File: src/rtl/fifo_wptr_full_pkg.sv
// fifo_wptr_full_pkg
// Shared asynchronous-FIFO definitions used by both the write-side and the
// read-side pointer controllers.
//   DEF_ADDR_SIZE   : default memory address width (depth = 2**DEF_ADDR_SIZE)
//   PTR_W_MAX       : widest pointer the helpers handle (Addr_Size 8 -> 9 bits)
//   bin2gray        : binary -> Gray conversion
//   gray2bin        : Gray -> binary conversion
//   gray_full_match : full compare on Gray pointers
// The helpers work at PTR_W_MAX bits. Callers zero-extend narrower pointers
// and truncate the result. Zero upper bits do not affect the low bits of
// either conversion, so one set of functions serves every pointer width.
package fifo_wptr_full_pkg;

  localparam int DEF_ADDR_SIZE = 3;
  localparam int PTR_W_MAX     = 9;

  typedef logic [PTR_W_MAX-1:0] ptr_max_t;

  function automatic ptr_max_t bin2gray(input ptr_max_t bin);
    return bin ^ (bin >> 1);
  endfunction

  // Each binary bit is the XOR of every Gray bit at or above its position.
  function automatic ptr_max_t gray2bin(input ptr_max_t gray);
    ptr_max_t bin;
    bin = '0;
    for (int i = 0; i < PTR_W_MAX; i++) begin
      bin[i] = ^(gray >> i);
    end
    return bin;
  endfunction

  // The FIFO is full when the write pointer has lapped the read pointer
  // exactly once. In binary this means the MSB differs and the other bits are
  // equal. In Gray code it means the top two bits are inverted and the rest
  // are equal. ptr_w is the real pointer width (Addr_Size + 1).
  function automatic logic gray_full_match(input ptr_max_t w_gray,
                                           input ptr_max_t r_gray,
                                           input int       ptr_w);
    ptr_max_t top2;
    top2 = ptr_max_t'(3) << (ptr_w - 2);
    return w_gray == (r_gray ^ top2);
  endfunction

endpackage

File: src/rtl/fifo_wptr_full_if.sv
// fifo_wptr_full_if
// Bundles the write-side FIFO signals.
//   master : write requester / read-domain side
//            drives W_INC, W_Ovf_Clr and R_Ptr_Gray
//   slave  : fifo_wptr_full
//            drives W_Addr, W_Ptr_Gray, FIFO_Full, W_Level,
//            W_Almost_Full and W_Overflow
// Addr_Size must match the Addr_Size of the attached fifo_wptr_full.
interface fifo_wptr_full_if
  import fifo_wptr_full_pkg::*;
#(
  parameter int Addr_Size = DEF_ADDR_SIZE
) ();

  logic                 W_INC;
  logic                 W_Ovf_Clr;
  logic [Addr_Size:0]   R_Ptr_Gray;
  logic [Addr_Size-1:0] W_Addr;
  logic [Addr_Size:0]   W_Ptr_Gray;
  logic                 FIFO_Full;
  logic [Addr_Size:0]   W_Level;
  logic                 W_Almost_Full;
  logic                 W_Overflow;

  modport master (
    output W_INC, W_Ovf_Clr, R_Ptr_Gray,
    input  W_Addr, W_Ptr_Gray, FIFO_Full, W_Level, W_Almost_Full, W_Overflow
  );

  modport slave (
    input  W_INC, W_Ovf_Clr, R_Ptr_Gray,
    output W_Addr, W_Ptr_Gray, FIFO_Full, W_Level, W_Almost_Full, W_Overflow
  );

endinterface

File: src/rtl/fifo_sync_2ff.sv
// fifo_sync_2ff
// Two-flop synchronizer for a Gray-coded pointer crossing into the CLK
// domain. The input must change at most one bit per source update. No logic
// sits between the two flops.
//   CLK : destination clock
//   RST : asynchronous, active-low reset
//   D   : pointer from the other clock domain
//   Q   : synchronized pointer
module fifo_sync_2ff #(
  parameter int Width = 4
) (
  input  logic             CLK,
  input  logic             RST,
  input  logic [Width-1:0] D,
  output logic [Width-1:0] Q
);

  logic [Width-1:0] q1_reg;
  logic [Width-1:0] q2_reg;

  always_ff @(posedge CLK or negedge RST) begin
    if (!RST) begin
      q1_reg <= '0;
      q2_reg <= '0;
    end else begin
      q1_reg <= D;
      q2_reg <= q1_reg;
    end
  end

  assign Q = q2_reg;

endmodule

File: src/rtl/fifo_wptr_full.sv
// fifo_wptr_full
// Write-domain pointer and full-flag controller for an asynchronous FIFO.
// Runs entirely on W_CLK.
// Ports:
//   W_CLK : write-domain clock
//   W_RST : asynchronous, active-low reset
//   bus   : fifo_wptr_full_if.slave
//     W_INC         (in)  write request; accepted only while FIFO_Full is 0
//     W_Ovf_Clr     (in)  synchronous clear of W_Overflow
//     R_Ptr_Gray    (in)  Gray read pointer from the read domain
//     W_Addr        (out) binary write address to the memory
//     W_Ptr_Gray    (out) registered Gray write pointer to the read domain
//     FIFO_Full     (out) registered full flag
//     W_Level       (out) entries in use as seen here; may over-report,
//                         never under-reports
//     W_Almost_Full (out) W_Level >= AF_Thr
//     W_Overflow    (out) sticky; set by a write attempt while full
// Build option:
//   FIFO_ALMOST_FULL_EN : when defined, builds the W_Almost_Full register.
//                         When undefined, W_Almost_Full is tied to 0.
module fifo_wptr_full
  import fifo_wptr_full_pkg::*;
#(
  parameter int Addr_Size = DEF_ADDR_SIZE,
  parameter int AF_Thr    = 6
) (
  input  logic             W_CLK,
  input  logic             W_RST,
  fifo_wptr_full_if.slave  bus
);

  localparam int PtrW = Addr_Size + 1;

  // Reject out-of-range configurations at elaboration time.
  if (Addr_Size < 2 || Addr_Size > 8 || AF_Thr < 1 || AF_Thr > (1 << Addr_Size)) begin : g_bad_param
    $error("fifo_wptr_full: Addr_Size must be 2..8 and AF_Thr 1..2**Addr_Size");
  end

  logic [Addr_Size:0] w_bin_reg;
  logic [Addr_Size:0] w_bin_next;
  logic [Addr_Size:0] w_gray_reg;
  logic [Addr_Size:0] w_gray_next;
  logic [Addr_Size:0] rq2;
  logic [Addr_Size:0] r_bin;
  logic [Addr_Size:0] w_level_reg;
  logic [Addr_Size:0] w_level_next;
  logic               full_reg;
  logic               full_next;
  logic               ovf_reg;
  logic               wr_acc;

  fifo_sync_2ff #(
    .Width (PtrW)
  ) u_rptr_sync (
    .CLK (W_CLK),
    .RST (W_RST),
    .D   (bus.R_Ptr_Gray),
    .Q   (rq2)
  );

  // Full and level look at the post-write pointer, so FIFO_Full rises on the
  // same edge as the write that fills the last slot. The next request is then
  // blocked. The synchronized read pointer can only lag the real one, so the
  // level can only err on the high side.
  always_comb begin
    wr_acc       = bus.W_INC & ~full_reg;
    w_bin_next   = w_bin_reg + {{Addr_Size{1'b0}}, wr_acc};
    w_gray_next  = PtrW'(bin2gray(PTR_W_MAX'(w_bin_next)));
    r_bin        = PtrW'(gray2bin(PTR_W_MAX'(rq2)));
    w_level_next = w_bin_next - r_bin;
    full_next    = gray_full_match(PTR_W_MAX'(w_gray_next), PTR_W_MAX'(rq2), PtrW);
  end

  always_ff @(posedge W_CLK or negedge W_RST) begin
    if (!W_RST) begin
      w_bin_reg   <= '0;
      w_gray_reg  <= '0;
      w_level_reg <= '0;
      full_reg    <= 1'b0;
    end else begin
      w_bin_reg   <= w_bin_next;
      w_gray_reg  <= w_gray_next;
      w_level_reg <= w_level_next;
      full_reg    <= full_next;
    end
  end

  // Set has priority over clear, so a write attempt while full is never lost
  // when it lands in the same cycle as a clear.
  always_ff @(posedge W_CLK or negedge W_RST) begin
    if (!W_RST) begin
      ovf_reg <= 1'b0;
    end else if (bus.W_INC && full_reg) begin
      ovf_reg <= 1'b1;
    end else if (bus.W_Ovf_Clr) begin
      ovf_reg <= 1'b0;
    end
  end

`ifdef FIFO_ALMOST_FULL_EN
  logic af_reg;

  always_ff @(posedge W_CLK or negedge W_RST) begin
    if (!W_RST) begin
      af_reg <= 1'b0;
    end else begin
      af_reg <= (int'(w_level_next) >= AF_Thr);
    end
  end

  assign bus.W_Almost_Full = af_reg;
`else
  assign bus.W_Almost_Full = 1'b0;
`endif

  // The memory writes at the current address. The pointer advances on the
  // same edge that accepts the write.
  assign bus.W_Addr     = w_bin_reg[Addr_Size-1:0];
  assign bus.W_Ptr_Gray = w_gray_reg;
  assign bus.FIFO_Full  = full_reg;
  assign bus.W_Level    = w_level_reg;
  assign bus.W_Overflow = ovf_reg;

endmodule

File: src/flat_wrapper.sv
// flat-port wrapper written by rule: the top's interface ports become plain ports
module fifo_wptr_full_flat import fifo_wptr_full_pkg::*;
#(
  parameter int Addr_Size = DEF_ADDR_SIZE,
  parameter int AF_Thr    = 6
)
  (W_CLK, W_RST, bus_W_INC, bus_W_Ovf_Clr, bus_R_Ptr_Gray, bus_W_Addr, bus_W_Ptr_Gray, bus_FIFO_Full, bus_W_Level, bus_W_Almost_Full, bus_W_Overflow);
  fifo_wptr_full_if #(.Addr_Size(Addr_Size)) bus_i ();
  input  logic W_CLK;
  input  logic W_RST;
  input wire logic [$bits(bus_i.W_INC)-1:0] bus_W_INC;
  input wire logic [$bits(bus_i.W_Ovf_Clr)-1:0] bus_W_Ovf_Clr;
  input wire logic [$bits(bus_i.R_Ptr_Gray)-1:0] bus_R_Ptr_Gray;
  output wire logic [$bits(bus_i.W_Addr)-1:0] bus_W_Addr;
  output wire logic [$bits(bus_i.W_Ptr_Gray)-1:0] bus_W_Ptr_Gray;
  output wire logic [$bits(bus_i.FIFO_Full)-1:0] bus_FIFO_Full;
  output wire logic [$bits(bus_i.W_Level)-1:0] bus_W_Level;
  output wire logic [$bits(bus_i.W_Almost_Full)-1:0] bus_W_Almost_Full;
  output wire logic [$bits(bus_i.W_Overflow)-1:0] bus_W_Overflow;
  assign bus_i.W_INC = bus_W_INC;
  assign bus_i.W_Ovf_Clr = bus_W_Ovf_Clr;
  assign bus_i.R_Ptr_Gray = bus_R_Ptr_Gray;
  assign bus_W_Addr = bus_i.W_Addr;
  assign bus_W_Ptr_Gray = bus_i.W_Ptr_Gray;
  assign bus_FIFO_Full = bus_i.FIFO_Full;
  assign bus_W_Level = bus_i.W_Level;
  assign bus_W_Almost_Full = bus_i.W_Almost_Full;
  assign bus_W_Overflow = bus_i.W_Overflow;
  fifo_wptr_full #(.Addr_Size(Addr_Size), .AF_Thr(AF_Thr)) u_core (.W_CLK(W_CLK), .W_RST(W_RST), .bus(bus_i));
endmodule
File: config.mk
export PLATFORM = sky130hd
export DESIGN_NAME = fifo_wptr_full_flat
export DESIGN_NICKNAME = d
export VERILOG_FILES = /design/src/rtl/fifo_wptr_full_pkg.sv /design/src/rtl/fifo_wptr_full_if.sv /design/src/rtl/fifo_sync_2ff.sv /design/src/rtl/fifo_wptr_full.sv /design/src/flat_wrapper.sv
export SDC_FILE = /design/constraint.sdc
export NUM_CORES = 1
export LEC_CHECK = 0
export ABC_AREA = 1
export BUFFER_PORTS_ARGS = -buffer_cell sky130_fd_sc_hd__buf_4
export CAP_MARGIN = 10
export CORE_MARGIN = 10
export CORE_UTILIZATION = 55
export CTS_BUF_LIST = sky130_fd_sc_hd__clkbuf_4
export CTS_CLUSTER_DIAMETER = 60
export DETAILED_ROUTE_END_ITERATION = 8
export GPL_TIMING_DRIVEN = 0
export PLACE_DENSITY = 0.81
export SLEW_MARGIN = 20
export SYNTH_ARGS = -nofsm -noshare
export SYNTH_HDL_FRONTEND = slang
export SYNTH_SLANG_ARGS = --single-unit
File: constraint.sdc
create_clock -name W_CLK -period 2.2 [get_ports W_CLK]
set_clock_uncertainty 0.1 [all_clocks]
set_input_delay 0.11 -clock W_CLK [delete_from_list [all_inputs] [get_ports W_CLK]]
set_output_delay 0.11 -clock W_CLK [all_outputs]
set_load 0.05 [all_outputs]
# After elaboration in Yosys (flattened, before gate mapping)
# Index checks and enable logic that the tools add are counted.
[totals] in_bits=8 ramBits=0 rom_bits=0 memories=0 latchBits=0 register_bits=22
[classes] div_mod_pow=0 addsub=2 eq_ne=1 n_reduce_logical=6 mux=2 shift=0 bitwise=4 n_mul=0 order_cmp=0
[ops] cell="9-bit parity" count=4
[ops] cell="4-bit by 1-bit adder with 4-bit output" count=1
[ops] cell="4-bit == test" count=1
[ops] cell="4-bit subtractor" count=1
[ops] cell="4-bit by 3-bit XOR with 4-bit output" count=1
[ops] cell="1-bit 2-to-1 mux" count=2
[ops] cell="2-bit NOT" count=1
[ops] cell="2-bit nonzero test" count=1
[ops] cell="1-bit AND" count=1
[ops] cell="1-bit logical AND" count=1
[ops] cell="1-bit NOT" count=1

# Depth between registers and ports, before layout
# Gate-level depths: netlist of the first run.
[depth] ltp_word=5 mapped_depth=15 depth_no_buf=15

# Modules after synthesis
# Synthesis of the first run repeated with hierarchy kept, for this count alone.
[unflattened] cells_unflattened=111 area_unflattened_um2=975.9
[by_module_without_submodules] module="fifo_wptr_full" seq_area_each_um2=325.3 cells_each=103 n_inst=1 area_per_inst_um2=775.7
[by_module_without_submodules] module="fifo_sync_2ff" seq_area_each_um2=200.2 cells_each=8 n_inst=1 area_per_inst_um2=200.2

# Worst setup path before layout of the first run
# No wires, ideal clock.
[synth_timing] path_kind="register to register" start="reg u_core.full_reg (netlist: u_core.bus.FIFO_Full)" end="reg u_core.w_level_reg[2] (netlist: u_core.bus.W_Level[2])" stages_incl_launch_ff=10 setup_slack_ns=-0.071 required_ns=2.021 arrival_ns=2.092 period_less_slack_ns=2.271 path_cell_list="dfrtp_1 -> nor2_1 -> ha_1 -> ha_1 -> inv_1 -> nand3_1 -> and2_1 -> ha_1 -> a21oi_1 -> xor2_1"
[synth_via] elab_chain_cells=4
[synth_rtl] element="start: declaration" line_no="fifo_wptr_full.sv:47" rtl="logic full_reg;"
[synth_rtl] element="start signal: assignment" line_no="fifo_wptr_full.sv:84" rtl="full_reg <= full_next;"
[synth_rtl] element="1-bit NOT" line_no="fifo_wptr_full.sv:66" rtl="wr_acc = bus.W_INC & ~full_reg;"
[synth_rtl] element="1-bit AND" line_no="fifo_wptr_full.sv:66"
[synth_rtl] element="4-bit by 1-bit adder with 4-bit output" line_no="fifo_wptr_full.sv:67" rtl="w_bin_next = w_bin_reg + {{Addr_Size{1'b0}}, wr_acc};"
[synth_rtl] element="4-bit subtractor" line_no="fifo_wptr_full.sv:70" rtl="w_level_next = w_bin_next - r_bin;"
[synth_rtl] element="via u_core.w_level_next[2]" line_no="fifo_wptr_full.sv:46" rtl="logic [Addr_Size:0] w_level_next;"
[synth_rtl] element="end signal: assignment" line_no="fifo_wptr_full.sv:83" rtl="w_level_reg <= w_level_next;"
[synth_rtl] element="end: declaration" line_no="fifo_wptr_full.sv:45" rtl="logic [Addr_Size:0] w_level_reg;"
# The timed path passes the listed nets, and every way through them passes these cells.
# A chain may end at the register's enable or synchronous reset.

# Worst setup path after layout of the first run
# Ends and elaborated chain as after synthesis.

==> key figures, run 1 <==
Run status
  – Status: finished, final reports clean

Yosys
  – Cell area after synthesis: 1010 µm²
  – Xor and xnor area share after synthesis: 0.109
  – Avg Cell Area, Syn: 10.3 µm²
  – Post-synthesis mux area share: 0
  – Warnings from Yosys: 0
  – Net Count, Synth: 112
  – Simple-Gate Fraction of Synth Area: 0.209
  – Sequential-to-total area share from yosys stat: 0.520
  – Number of synthesized register bits: 21
  – Syn Inst Count: 98
  – Unique masters post-synth: 20
  – Post-synthesis compound-gate area fraction: 0.00990
  – Largest family of logic cells by synthesized area: simple AND/OR/NAND/NOR gates
  – Post-Synth Adder-Cell Area: 0.0743

Pwr
  – Logic pwr share: 0.625
  – VDD IR max: 0.804 mV
  – Static leakage: 0.000680 µW
  – Clk pwr share: 0.095
  – Power per cell area: 1590 nW/µm²
  – Switching pwr: 1050 µW
  – Part of the power in registers: 0.280
  – Sw frac: 0.504
  – Internal power: 1030 µW

Floorplanning
  – Die Area: 3950 µm²
  – FP Rows: 15
  – Chip width: 62.9 µm
  – Die Height: 62.9 µm
  – Starting Density: 0.586
  – Core ar.: 1730 µm²
  – I/O pin cnt: 22

Place
  – Post-DP HPWL: 1360 µm
  – Pre-CTS setup slack: 0.0233 ns
  – Gpl congestion: 0.735
  – PortBufs: 20

Cells and area
  – Most frequent cells in the layout: buf_4 (21), dfrtp_1 (20), nand2_1 (18)
  – Area delta synth->final: 29.3%
  – Commonest non-fill, non-tap cell in the layout: buf_4
  – Final #Nets: 144
  – Share of cells above drive strength 1: 0.372
  – N_diodes: 0

Global routing
  – Pin count of the biggest net entering global routing: 22
  – First-pass GRT wire length: 3130 µm
  – Vias in the first global route: 753
  – Gr ovfl total: 0
  – Gr usage total: 0.0977
  – Antenna violations before repair: 0

Worst setup path
  – FF-to-FF Start: u_core.bus.FIFO_Full
  – CP max FO: 4
  – Worst setup EP type: flip-flop
  – WP data arrival: 2.22 ns
  – Critical path class: reg -> reg
  – Startpoint Class: flip-flop
  – CP required: 2.35 ns
  – Start point of the critical path: u_core.bus.FIFO_Full
  – Reg2Reg Depth: 9

CTS
  – CTS tree: done
  – Clk sinks: 21
  – Clk buf depth: 2
  – Clock Latency Late Sink: 0.31 ns
  – Root Buffer: clkbuf_4
  – CTS clk-pin slew, worst paths: 0.12 ns
  – CTS buffer count: 3
  – Post-CTS Setup Bufs: 0
  – # H-tree levels: 1

Drt
  – DRC: 0
  – Antenna Nets Post-Route: 0
  – Routed length per placed instance: 11.9 µm
  – DR iter-0 viols: 16
  – Avg Vias per Cell: 4.58
  – Total wire length: 1830 µm
  – Via count: 705
  – First drt pass iteration count: 4

Timing
  – Fin. Hold Viols: 0
  – Final slew viol count: 0
  – # setup viols final: 0
  – Final worst slack: 0.122 ns
  – Fin Hold WS: 0.0984 ns
  – RSZ-0062 raised after global routing: false
  – Final setup TNS: 0 ns
  – Fmax: 481 MHz
  – Fin crit share: 0.945
  – Final min period: 2.08 ns

Run
  – Max_cap viols: 0

Hold path
  – Hold Path Class: in -> async
## metrics by stage
stage | cell area (µm²) | power [µW] | utilization | cells
floorplan | 1010 | 1550 | - | 98
detailed placement | 1190 | 1870 | 0.691 | 143
finish | 1310 | 2080 | 0.757 | 154
CTS | 1300 | 2080 | 0.751 | 154
global route | 1310 | 2230 | 0.757 | 154
global placement | 1190 | 1840 | 0.691 | 143
## synthesized netlist by cell type, drive strengths merged
master | number | share of area
xnor2 | 2 | 0.017
o21ai | 1 | 0.0049
inv | 18 | 0.067
and2 | 1 | 0.0062
nand2 | 25 | 0.12
nor2 | 4 | 0.017
a21oi | 1 | 0.0049
nand4 | 1 | 0.0062
dfrtp | 21 | 0.52
conb | 1 | 0.0037
nand3 | 8 | 0.059
xor2 | 8 | 0.092
ha | 6 | 0.074
buf | 1 | 0.0074
## worst max-delay path, cell delays in order (launching register included)
cell and delay [ns]:
dfrtp_2 0.44, nor2_4 0.13, ha_1 0.16, ha_2 0.31, inv_1 0.09, nand3_1 0.13
and2_1 0.19, ha_1 0.20, a21oi_2 0.12, xor2_1 0.15
## kinds of logic after synthesis
kind of cell,after synthesis
flops,21
fa+ha+maj,6
simple gates,39
xor+xnor,10
other cells,1
compound gates,2
buf+inv,19
## layer usage
layer,global-route usage,vias to the layer above,routed length [µm]
li1,-,355,-
met4,0.0587,0,42
met2,0.173,19,923
met1,0.0950,326,743
met3,0.0341,5,122
met5,0,-,0
## power groups by stage
stage / combinational, µW / sequential (µW) / clock [µW]
2_1_floorplan: 585 / 968 / 0
3_3_place_gp: 1260 / 582 / 0
3_5_place_dp: 1280 / 590 / 0
4_1_cts: 1300 / 582 / 204
5_1_grt: 1410 / 599 / 222
6_report: 1300 / 582 / 197
## final cells by class
cell class	instances	area [µm²]
buffer	1	7.51
clock buffer	4	30.0
fill	128	419
inverter	18	67.6
multi-input combinational	58	424
sequential	21	527
tap	25	31.3
timing repair buffer	27	220
## worst paths after layout
check                      slack (ns)                 endpoint
max                              0.12    u_core.bus.W_Level[2]
min                               0.1      u_core.w_bin_reg[1]
max reg2reg                      0.12    u_core.bus.W_Level[2]
min reg2reg                      0.26  u_core.u_rptr_sync.Q[1]
max in group asynchronous        1.66     u_core.bus.FIFO_Full
min in group W_CLK               0.18      u_core.w_bin_reg[0]
## repair_timing
action                     CTS  global route
setup endpoints to repair    1             2
cloned                       0             0
resized for setup            1             3
hold buffers                 7             0
hold endpoints to repair    26             0
Power figures use the tool's default switching activity.
==> inputs of run 2 (changes only) <==
Settings changed: CELL_PAD_IN_SITES_DETAIL_PLACEMENT set to 1, CELL_PAD_IN_SITES_GLOBAL_PLACEMENT set to 1, CORE_UTILIZATION 55 to 42, PLACE_DENSITY 0.81 to unset, PLACE_DENSITY_LB_ADDON set to 0.1.
==> run 2 against run 1 <==
Global-route usage decreased by 0.55 points. Die area is 21% higher. Flip-flop and latch count unchanged. Via count increased by 3.4%. Worst setup slack improved by 0.0038 ns. Sequential power barely moved. First-iteration DRC count is the same. Clock-buffer cell count shrank 1. Worst hold slack lost 0.0081 ns. Critical endpoint unchanged. Largest power group unchanged. Highest routed layer unchanged.
==> key figures, run 2 (synthesis results as in run 1) <==
Run status
  – Status: finished, final reports clean

Timing
  – # setup viols final: 0 (unchanged)
  – Final min period: 2.07 ns (-0.00379 ns)
  – Fin. Hold Viols: 0 (unchanged)
  – Fin Hold WS: 0.0903 ns (-0.00811 ns)
  – Fin crit share: 0.943 (-0.00172)
  – Fmax: 482 MHz (+0.18%)
  – Final slew viol count: 0 (unchanged)
  – RSZ-0062 raised after global routing: false
  – Final worst slack: 0.126 ns (+0.00379 ns)
  – Final setup TNS: 0 ns (unchanged)

Drt
  – Antenna Nets Post-Route: 0 (unchanged)
  – Avg Vias per Cell: 4.64 (+1.4%)
  – DR iter-0 viols: 16 (unchanged)
  – Total wire length: 2120 µm (+16%)
  – Routed length per placed instance: 13.5 µm (+14%)
  – DRC: 0 (unchanged)
  – Via count: 729 (+3.4%)
  – First drt pass iteration count: 4 (unchanged)

Worst setup path
  – RR Endpoint: u_core.bus.W_Level[2]
  – WP data arrival: 2.22 ns (about the same)
  – Crit-path cells: nor2_4, ha_1, ha_2, inv_2, nand3_2, and2_1, ha_1, a21oi_1, xor2_1
  – Critical path class: reg -> reg
  – CP required: 2.35 ns (about the same)
  – CP max FO: 4 (unchanged)
  – Critical path buffers and inverters: 1 (unchanged)
  – R2r setup slk: 0.13 ns (about the same)
  – Cell mode on critical path: ha_1
  – Reg2Reg Depth: 9 (unchanged)
  – Startpoint Class: flip-flop
  – CP peak stage delay: 0.45 ns (about the same)
  – CP delay by family, top: adder cells
  – Slowest-stage cell, CP: dfrtp_2
  – FF-to-FF Start: u_core.bus.FIFO_Full
  – Worst setup EP type: flip-flop

Global routing
  – Vias in the first global route: 812 (+7.8%)
  – First-pass GRT wire length: 3650 µm (+17%)
  – Gr ovfl total: 0 (unchanged)
  – Gr usage total: 0.0921 (-0.00553)
  – Antenna violations before repair: 0 (unchanged)
  – Pin count of the biggest net entering global routing: 22 (unchanged)

CTS
  – Post-CTS Setup Bufs: 0 (unchanged)
  – Clk sinks: 21 (unchanged)
  – CTS clk-pin slew, worst paths: 0.12 ns (about the same)
  – Clock Latency Late Sink: 0.32 ns (about the same)
  – CTS tree: done
  – Clk buf depth: 2 (unchanged)
  – CTS buffer count: 3 (unchanged)
  – Root Buffer: clkbuf_4
  – # H-tree levels: 1 (unchanged)

Floorplanning
  – I/O pin cnt: 22 (unchanged)
  – Die Area: 4770 µm² (+21%)
  – Chip width: 69.1 µm (+9.8%)
  – Starting Density: 0.448 (-0.137)
  – Core ar.: 2250 µm² (+31%)
  – Die Height: 69.1 µm (+9.8%)
  – FP Rows: 17 (+2)

Place
  – Post-DP HPWL: 1620 µm (+19%)
  – PortBufs: 20 (unchanged)
  – Pre-CTS setup slack: 0.0265 ns (+0.00322 ns)
  – Gpl congestion: 0.684 (-6.9%)
  – Placed cell count: 146 (+2.1%)

Cells and area
  – Layout Cells excl Fill: 157 (+1.9%)
  – Most frequent cells in the layout: buf_4 (21), dfrtp_1 (20), nand2_1 (18)
  – Commonest non-fill, non-tap cell in the layout: buf_4
  – Area delta synth->final: 31.3%
  – Share of cells above drive strength 1: 0.395 (+0.0233)
  – Final #Nets: 144 (unchanged)
  – N_diodes: 0 (unchanged)

Pwr
  – Power per cell area: 1610 nW/µm² (+1.2%)
  – VDD IR max: 0.820 mV (+2.0%)
  – Static leakage: 0.000676 µW (-0.58%)

Run
  – Max_cap viols: 0 (unchanged)

Hold path
  – Hold Path Class: in -> async
run 2: cell types whose count changed in the layout (fill, tap and decap cells not counted):
cell / before / now
ha_4: 0 / 1
clkinvlp_4: 0 / 1
nand3_2: 4 / 5
nor2_2: 1 / 2
nor2_1: 2 / 1
inv_2: 4 / 5
a21oi_2: 1 / 0
a21oi_1: 0 / 1
inv_1: 14 / 13
clkbuf_4: 4 / 3
ha_1: 5 / 4
nand3_1: 4 / 3
run 2: how the worst max path moves through the flow:
stage,startpoint,end,slack (ns),depth (start not counted)
floorplan,u_core.w_bin_reg[0],u_core.bus.W_Level[2],0.03,8
global placement,u_core.bus.FIFO_Full,u_core.bus.W_Level[2],0.07,9
detailed placement,u_core.bus.FIFO_Full,u_core.bus.W_Level[2],0.03,9
CTS,u_core.bus.FIFO_Full,u_core.bus.W_Level[2],0.008,9
global route,u_core.bus.FIFO_Full,u_core.bus.W_Level[2],0.02,9
finish,u_core.bus.FIFO_Full,u_core.bus.W_Level[2],0.13,9
run 2: power by group:
part | switching (µW) | internal, µW
Sequential | 71.1 | 512
Clock | 126 | 69.6
Combinational | 907 | 449
Total | 1100 | 1030
run 2: metal layers:
metal	track usage	vias up	wire length, µm
met5	0	-	0
met4	0.0532	0	44
met3	0.0300	5	89
met2	0.165	17	1150
met1	0.0895	353	844
li1	-	354	-
run 2: layout make-up:
cell class,instances,area [µm²]
clock inverters,1,7.51
plain buffers,1,7.51
fillers,257,927
repair buffers,27,220
flip-flops and latches,21,527
clock buffers,3,22.5
inverters,18,67.6
multi-input cells,58,440
well taps,28,35.0
run 2: worst reg2reg max path, cell delays in order, from the launching register on:
cell,delay [ns]
dfrtp_2,0.45
nor2_4,0.12
ha_1,0.15
ha_2,0.32
inv_2,0.10
nand3_2,0.10
and2_1,0.17
ha_1,0.19
a21oi_1,0.14
xor2_1,0.17
run 2: repair_timing:
| item | CTS | global route |
|---|---|---|
| endpoints found under the hold margin | 26 | 0 |
| endpoints found under the setup margin | 1 | 2 |
| hold buffers | 7 | 0 |
| resized for setup | 1 | 6 |
run 2: stage by stage:
| stage | util | instance area [µm²] | total power (µW) |
|---|---|---|---|
| 6_report | 0.589 | 1330 | 2130 |
| 5_1_grt | 0.589 | 1330 | 2310 |
| 4_1_cts | 0.577 | 1300 | 2120 |
| 3_5_place_dp | 0.531 | 1200 | 1910 |
| 3_3_place_gp | 0.531 | 1200 | 1860 |
| 2_1_floorplan | - | 1010 | 1550 |
==> inputs of run 3 (changes only) <==
Settings changed: CORE_ASPECT_RATIO set to 0.75, CORE_MARGIN 10 to unset, SLEW_MARGIN 20 to 25.
==> run 3 against run 2 <==
Fmax fell by 0.90%. Highest routed layer unchanged. Largest cell class unchanged. Worst hold slack improved by 0.026 ns. Clock power fell by 4%. Critical path depth did not move. Total power fell by 0.79%. Combinational power barely moved. Die area fell by 45%.
==> key figures, run 3 (synthesis results as in run 1) <==
Run status
  – Status: finished, final reports clean

Cells and area
  – N_diodes: 0 (unchanged)
  – Most frequent cells in the layout: buf_4 (22), dfrtp_1 (20), nand2_1 (17)
  – Commonest non-fill, non-tap cell in the layout: buf_4
  – Area delta synth->final: 32.7%
  – Final core occ: 0.628 (+0.0388)
  – Share of cells above drive strength 1: 0.400 (+0.00465)
  – Final #Nets: 145 (+0.69%)

Drt
  – Via count: 722 (-0.96%)
  – First drt pass iteration count: 3 (-1)
  – DRC: 0 (unchanged)
  – DR iter-0 viols: 9 (-7)
  – Total wire length: 1970 µm (-7.3%)
  – Avg Vias per Cell: 4.46 (-4.0%)
  – Routed length per placed instance: 12.1 µm (-10%)
  – Antenna Nets Post-Route: 0 (unchanged)

Worst setup path
  – Worst setup EP type: flip-flop
  – Crit-path cells: nor2_4, ha_2, ha_2, inv_1, nand3_1, and2_1, ha_1, a21oi_2, xor2_1
  – CP required: 2.33 ns (-0.02 ns)
  – Start point of the critical path: u_core.bus.FIFO_Full
  – Startpoint Class: flip-flop
  – CP peak stage delay: 0.44 ns (about the same)
  – CP delay by family, top: adder cells
  – R2r setup slk: 0.11 ns (-0.02 ns)
  – Cell mode on critical path: ha_2
  – Critical path buffers and inverters: 1 (unchanged)
  – Reg2Reg Depth: 9 (unchanged)
  – RR Endpoint: u_core.bus.W_Level[2]
  – FF-to-FF Start: u_core.bus.FIFO_Full
  – CP max FO: 4 (unchanged)
  – Critical path class: reg -> reg
  – WP data arrival: 2.23 ns (about the same)
  – Slowest-stage cell, CP: dfrtp_2

Global routing
  – Gr usage total: 0.182 (+0.0900)
  – Vias in the first global route: 768 (-5.4%)
  – Antenna violations before repair: 0 (unchanged)
  – Pin count of the biggest net entering global routing: 22 (unchanged)
  – Gr ovfl total: 0 (unchanged)
  – First-pass GRT wire length: 3350 µm (-8.3%)

Timing
  – Final setup TNS: 0 ns (unchanged)
  – Fin. Hold Viols: 0 (unchanged)
  – # setup viols final: 0 (unchanged)
  – Fmax: 478 MHz (-0.90%)
  – RSZ-0062 raised after global routing: false
  – Fin crit share: 0.951 (+0.00853)
  – Final slew viol count: 0 (unchanged)
  – Final min period: 2.09 ns (+0.0188 ns)

Floorplanning
  – Chip width: 58.7 µm (-15%)
  – Core ar.: 2140 µm² (-5.2%)
  – Die Area: 2610 µm² (-45%)
  – Die Height: 44.5 µm (-36%)
  – Starting Density: 0.473 (+0.0247)
  – FP Rows: 14 (-3)
  – I/O pin cnt: 22 (unchanged)

CTS
  – # H-tree levels: 1 (unchanged)
  – CTS tree: done
  – Clk sinks: 21 (unchanged)
  – Clk buf depth: 2 (unchanged)
  – Clock Latency Late Sink: 0.30 ns (-0.02 ns)
  – CTS clk-pin slew, worst paths: 0.11 ns (about the same)
  – Root Buffer: clkbuf_4
  – CTS buffer count: 3 (unchanged)

Pwr
  – Static leakage: 0.000684 µW (+1.1%)
  – Power per cell area: 1580 nW/µm² (-1.8%)
  – VDD IR max: 0.625 mV (-24%)
  – PnR Total Power: 2120 µW (-0.79%)

Run
  – Max_cap viols: 0 (unchanged)

Hold path
  – Hold Path Class: in -> async

Place
  – Gpl congestion: 0.737 (+7.6%)
  – PortBufs: 20 (unchanged)
  – Post-DP HPWL: 1430 µm (-12%)
run 3: cell count changes in the layout (fill, tap and decap cells not counted), sizes merged:
cell      delta
buf          +1
clkinvlp     -1
clkbuf       +1
run 3: area by class of cell:
type	count	area [µm²]
Clock buffer	4	30.0
Buffer	1	7.51
Sequential cell	21	527
Inverter	18	67.6
Timing Repair Buffer	28	228
Fill cell	251	796
Multi-Input combinational cell	58	442
Tap cell	32	40.0
run 3: power breakdown:
group | internal (µW) | switching (µW)
sequential | 512 | 74.9
combinational | 455 | 886
clock | 83.0 | 106
total | 1050 | 1070
run 3: through the flow:
stage	hold WS [ns]	setup WS, ns	cell area [µm²]	instances
floorplan	-0.286	0.0328	1010	98
global placement	-0.0958	0.0946	1200	150
detailed placement	-0.0951	-0.0157	1200	150
CTS	0.111	0.0305	1310	161
global route	0.140	0.0223	1340	162
finish	0.116	0.107	1340	162
run 3: worst max-delay path by stage:
stage,cells past startpoint,endpoint,slack [ns]
2_1_floorplan,8,u_core.bus.W_Level[2],0.03
3_3_place_gp,9,u_core.bus.W_Level[2],0.09
3_5_place_dp,9,u_core.bus.W_Level[2],-0.02
4_1_cts,12,u_core.bus.W_Level[3],0.03
5_1_grt,9,u_core.bus.W_Level[2],0.02
6_report,9,u_core.bus.W_Level[2],0.11
run 3: worst reg2reg max path, delay by kind of cell (launching register included):
kind / cells / cell delay, ns
adder cells (fa/ha/maj): 3 / 0.70
AND/OR/NAND/NOR: 3 / 0.45
flip-flops: 1 / 0.44
XOR/XNOR: 1 / 0.14
AO/OA/AOI/OAI: 1 / 0.11
buffers and inverters: 1 / 0.09
run 3: routing by layer:
layer / global-route usage / vias to the layer above / wire (µm)
met5: 0 / - / 0
met4: 0.0429 / 0 / 19
met3: 0.0614 / 2 / 94
met2: 0.349 / 21 / 1040
met1: 0.195 / 344 / 814
li1: - / 355 / -
run 3: repair_timing:
| action | CTS | global route |
|---|---|---|
| buffers inserted | 0 | 1 |
| setup endpoints to repair | 2 | 2 |
| gates resized for setup | 3 | 4 |
| hold buffers | 7 | 0 |
| endpoints found under the hold margin | 26 | 0 |
